**src/rtl/mux_scan_sequencer.sv**
```systemverilog
// Steps a 16:1 (2**SEL_WIDTH:1) mux through every channel, samples its output after a settle
// window and reports the packed word. Optional MUX_SCAN_CONT_EN adds a `cont` input for gapless rescans.
module mux_scan_sequencer #(
    parameter int SEL_WIDTH     = 4,
    parameter int SETTLE_CYCLES = 1
) (
    input  logic                      clk,
    input  logic                      rst_n,
    input  logic                      start,
    input  logic                      abort,
`ifdef MUX_SCAN_CONT_EN
    input  logic                      cont,
`endif
    input  logic                      mux_out,
    output logic [SEL_WIDTH-1:0]      sel,
    output logic                      busy,
    output logic                      data_valid,
    output logic [2**SEL_WIDTH-1:0]   data_out
);
    localparam int NUM_CH = 2**SEL_WIDTH;
    localparam logic [SEL_WIDTH-1:0] LAST_CH = SEL_WIDTH'(NUM_CH - 1);
    localparam logic [7:0] SETTLE_LD = 8'(SETTLE_CYCLES);

    typedef enum logic [1:0] {
        IDLE,
        SETTLE,
        SAMPLE
    } state_t;

    // With no settle window every channel is sampled on consecutive edges.
    localparam state_t RELOAD_ST = (SETTLE_CYCLES == 0) ? SAMPLE : SETTLE;

    state_t                 state_q, state_d;
    logic [SEL_WIDTH-1:0]   sel_q, sel_d;
    logic [7:0]             cnt_q, cnt_d;
    logic [NUM_CH-1:0]      shadow_q, shadow_d;
    logic                   busy_q, busy_d;
    logic                   valid_q, valid_d;
    logic [NUM_CH-1:0]      dout_q, dout_d;
    logic                   cont_now;

`ifdef MUX_SCAN_CONT_EN
    assign cont_now = cont;
`else
    assign cont_now = 1'b0;
`endif

    always_ff @(posedge clk or negedge rst_n) begin
        if (!rst_n) begin
            state_q  <= IDLE;
            sel_q    <= '0;
            cnt_q    <= '0;
            shadow_q <= '0;
            busy_q   <= 1'b0;
            valid_q  <= 1'b0;
            dout_q   <= '0;
        end else begin
            state_q  <= state_d;
            sel_q    <= sel_d;
            cnt_q    <= cnt_d;
            shadow_q <= shadow_d;
            busy_q   <= busy_d;
            valid_q  <= valid_d;
            dout_q   <= dout_d;
        end
    end

    always_comb begin
        state_d  = state_q;
        sel_d    = sel_q;
        cnt_d    = cnt_q;
        shadow_d = shadow_q;
        busy_d   = busy_q;
        valid_d  = 1'b0;
        dout_d   = dout_q;
        case (state_q)
            IDLE: begin
                if (start) begin
                    sel_d   = '0;
                    busy_d  = 1'b1;
                    cnt_d   = SETTLE_LD;
                    state_d = RELOAD_ST;
                end
            end
            SETTLE: begin
                if (abort) begin
                    state_d = IDLE;
                    sel_d   = '0;
                    busy_d  = 1'b0;
                    cnt_d   = '0;
                end else begin
                    cnt_d = cnt_q - 8'd1;
                    if (cnt_q == 8'd1) begin
                        state_d = SAMPLE;
                    end
                end
            end
            SAMPLE: begin
                if (abort) begin
                    state_d = IDLE;
                    sel_d   = '0;
                    busy_d  = 1'b0;
                    cnt_d   = '0;
                end else begin
                    shadow_d[sel_q] = mux_out;
                    if (sel_q != LAST_CH) begin
                        sel_d   = sel_q + 1'b1;
                        cnt_d   = SETTLE_LD;
                        state_d = RELOAD_ST;
                    end else begin
                        // The published word must include the bit captured on this very edge.
                        dout_d  = shadow_d;
                        valid_d = 1'b1;
                        sel_d   = '0;
                        if (cont_now) begin
                            cnt_d   = SETTLE_LD;
                            state_d = RELOAD_ST;
                        end else begin
                            busy_d  = 1'b0;
                            state_d = IDLE;
                        end
                    end
                end
            end
            default: begin
                state_d = IDLE;
                sel_d   = '0;
                busy_d  = 1'b0;
            end
        endcase
    end

    assign sel        = sel_q;
    assign busy       = busy_q;
    assign data_valid = valid_q;
    assign data_out   = dout_q;
endmodule

```
**config.mk**
```make
export PLATFORM = sky130hd
export DESIGN_NAME = mux_scan_sequencer
export DESIGN_NICKNAME = d
export VERILOG_FILES = /design/src/rtl/mux_scan_sequencer.sv
export SDC_FILE = /design/constraint.sdc
export NUM_CORES = 1
export LEC_CHECK = 0
export CORE_ASPECT_RATIO = 0.7
export CORE_UTILIZATION = 25
export CTS_BUF_LIST = sky130_fd_sc_hd__clkbuf_4 sky130_fd_sc_hd__clkbuf_8 sky130_fd_sc_hd__clkbuf_16
export CTS_CLUSTER_SIZE = 16
export DETAILED_ROUTE_END_ITERATION = 7
export SYNTH_ARGS = -nofsm -noshare
export SYNTH_HDL_FRONTEND = slang
export SYNTH_SLANG_ARGS = --single-unit
```
**constraint.sdc**
```tcl
create_clock -name clk -period 2.24 [get_ports clk]
set_input_delay 0.336 -clock clk [delete_from_list [all_inputs] [get_ports clk]]
set_output_delay 0.336 -clock clk [all_outputs]
set_load 0.02 [all_outputs]
```
==> flow_metrics.env <==
export IMPL_layout_commonest_cell="dfrtp_1"
export IMPL_cts_sinks=47
export IMPL_synth_cell_types=36
export IMPL_hold_violations=0
export IMPL_vias=1545
export IMPL_clock_skew_ns=0.004335
export IMPL_finalWirelength_mm=4.624
export IMPL_slew_violations=0
export IMPL_rsz0062_at_grt="false"
export IMPL_cp_max_fo=8
export IMPL_ys_seq_area_share_pct=51.82
export IMPL_final_core_util_pct=33.04
export IMPL_place_ws_ns=0.1728
export IMPL_cap_violations=0
export IMPL_fmax_ghz=0.5216
export IMPL_gp_congestion=0.7993
export IMPL_status="completed"
export IMPL_syn_avg_cell_area_sq_um=11.29
export IMPL_grt_pass1_vias=1550
export IMPL_startpoint_type="register"
export IMPL_synth_area_leaders="dfrtp_1 (52%), mux2_2 (12%), ha_1 (6.1%)"
export IMPL_detail_route_first_pass_iterations=4
export IMPL_antenna_found_initial=0
export IMPL_synthCells=201
export IMPL_io_pins=27
export IMPL_die_x_um=115.9
export IMPL_layout_common_cells="dfrtp_1 (47), mux2_2 (25), clkdlybuf4s50_1 (25)"
export IMPL_htree_levels=2
export IMPL_cts_max_path_buffers=2
export IMPL_worstMarginPinSlew_ns=0.5921
export IMPL_ir_drop_mv=0.3284
export IMPL_period_minus_slack_ns=1.917
export IMPL_min_path_type="input pin to asynchronous set/reset pin"
export IMPL_wl_per_cell_um=13.10
export IMPL_drive_above_1_share_pct=20.17
export IMPL_cp_data_arrival_time_ns=2.13
export IMPL_coreArea_sq_um=8618
export IMPL_clk_transition_reported_paths_ns=0.07
export IMPL_yosysTopAreaCell="dfrtp_1"
export IMPL_grt_first_pass_wirelength_mm=7.721
export IMPL_diodes=0
export IMPL_syn_nets=217
export IMPL_place_area_sq_um=2693
export IMPL_track_usage_pct=10.63
export IMPL_end_kind="register"
export IMPL_syn_area_sq_um=2270
export IMPL_r2r_start="state_q[0]"
export IMPL_grt_max_degree=48
export IMPL_start_util_pct=26.34
export IMPL_synth_top_cell_area_share_pct=51.82
export IMPL_drcViolationCount=0
export IMPL_ys_ff_latch=47
export IMPL_critPathLaunch="state_q[0]"
export IMPL_cts_tree="yes"
export IMPL_drt_iter0_markers=44
export IMPL_slowest_stage="dfrtp_1"
export IMPL_slew_headroom_pct=60.52
export IMPL_design_area_sq_um=2848
export IMPL_post_dp_hpwl_mm=3.254
export IMPL_via_per_inst=4.377
export IMPL_clock_root_buffer="clkbuf_16"
export IMPL_leakagePower_nw=1.296
export IMPL_ys_warnings_count=0
export IMPL_crit_chain="inv_1, ha_1, and2b_2, a211o_1, or3_1, o21ai_1"
export IMPL_post_cts_setup_buffers=0
export IMPL_p_per_area_nw_per_um2=857.2
export IMPL_syn2layout_area_growth_pct=25.47
export IMPL_cts_hold_buf=0
export IMPL_ant_nets=0
export IMPL_fin_setup_tns_ns=0
export IMPL_final_nets=248
export IMPL_overflow=0
export IMPL_required_ns=2.45
export IMPL_critPathKind="register to register"
export IMPL_slowest_delay_ns=0.41
export IMPL_clk_insertion_delay_late_ns=0.28
export IMPL_setup_violations=0
export IMPL_cts_made_buffers=5
export IMPL_cts_repair_resized=0
export IMPL_num_rows=28
export IMPL_finalWorstSetupSlack_ns=0.3229
export IMPL_die_h_um=81.72
export IMPL_die_area_sq_um=9470
export IMPL_port_buffers=26
export IMPL_period_share_pct=85.58
metrics by stage:
| step | std cells | power [W] | hold WS, ns |
|---|---|---|---|
| CTS | 353 | 0.002467 | 0.1753 |
| floorplan | 201 | 0.001485 | 0.04041 |
| global placement | 345 | 0.001686 | 0.4726 |
| detailed placement | 345 | 0.001692 | 0.4799 |
| global route | 353 | 0.002595 | 0.1988 |
| finish | 353 | 0.002441 | 0.1413 |
state kept, by name (all words and copies together) (netlist names):
signal,cells
sel,4
data_valid,1
shadow_q,15
state_q,2
data_out,16
cnt_q,8
busy,1
final cells by class:
cell class	instances	area [sq um]
sequential	47	1176
fill	902	5771
multi-input combinational	137	1023
timing repair buffer	31	305.3
tap	120	150.1
inverter	10	37.54
clock buffer	6	138.9
clock inverter	2	16.27
report_power, final:
group / total [W] / internal, W / leakage [nW] / switching, W
registers: 0.00101 / 0.000933 / 0.646 / 0.0000786
logic: 0.000673 / 0.000282 / 0.577 / 0.000392
clock network: 0.000757 / 0.000446 / 0.0731 / 0.000311
total: 0.00244 / 0.00166 / 1.30 / 0.000781
worst max-delay path: cells and delay by family (launching register included):
family | cells | cell delay, ns
compound gates | 2 | 0.46
fa+ha+maj | 1 | 0.24
buf+inv | 1 | 0.10
flops | 1 | 0.41
simple gates | 2 | 0.64
worst paths after layout:
kind / endpoint / slack (ns) / cells after the start
setup / recovery: cnt_q[1] / 0.32 / 6
hold / removal: data_out[5] / 0.14 / 2
setup reg to reg: cnt_q[1] / 0.32 / 6
hold reg to reg: data_out[2] / 0.49 / 1
max in group asynchronous: state_q[0] / 1.70 / 2
min in group clk: data_out[2] / 0.49 / 1
metal layers:
metal	wire (um)	global-route usage [%]	vias up
li1	-	-	766
met1	2412	15.40	746
met2	1980	15.71	28
met3	183	2.435	5
met4	48	3.077	0
met5	0	0	-
synth_stat cells:
cell	number
nor2b_1	2
nor3b_1	1
o21ai_1	1
dfrtp_1	47
nor3_2	1
nor4_4	1
and3_1	3
nor3_1	2
nand3b_1	1
buf_1	1
clkbuf_1	1
a21oi_1	5
o31ai_1	4
mux2i_1	3
a211o_1	1
ha_1	11
nor2_1	12
buf_2	5
o221ai_1	1
inv_1	10
nand4_1	2
nand2_1	22
nand2b_1	4
nor2_2	1
nor3b_2	2
o21ai_0	14
o2111a_1	1
and2b_2	1
or4_4	1
a31oi_1	3
mux2_2	25
a32o_1	1
a211oi_2	1
nand3_1	6
or3_1	1
mux2_1	3
cell families after synthesis:
| family | Yosys count | share of synthesized area, % |
|---|---|---|
| AND/OR/NAND/NOR | 63 | 14.99 |
| flip-flops | 47 | 51.82 |
| AO/OA/AOI/OAI | 32 | 8.820 |
| multiplexers | 31 | 15.21 |
| buffers and inverters | 17 | 3.087 |
| adder cells (fa/ha/maj) | 11 | 6.064 |
No activity file was read; power rests on OpenSTA's default activity.
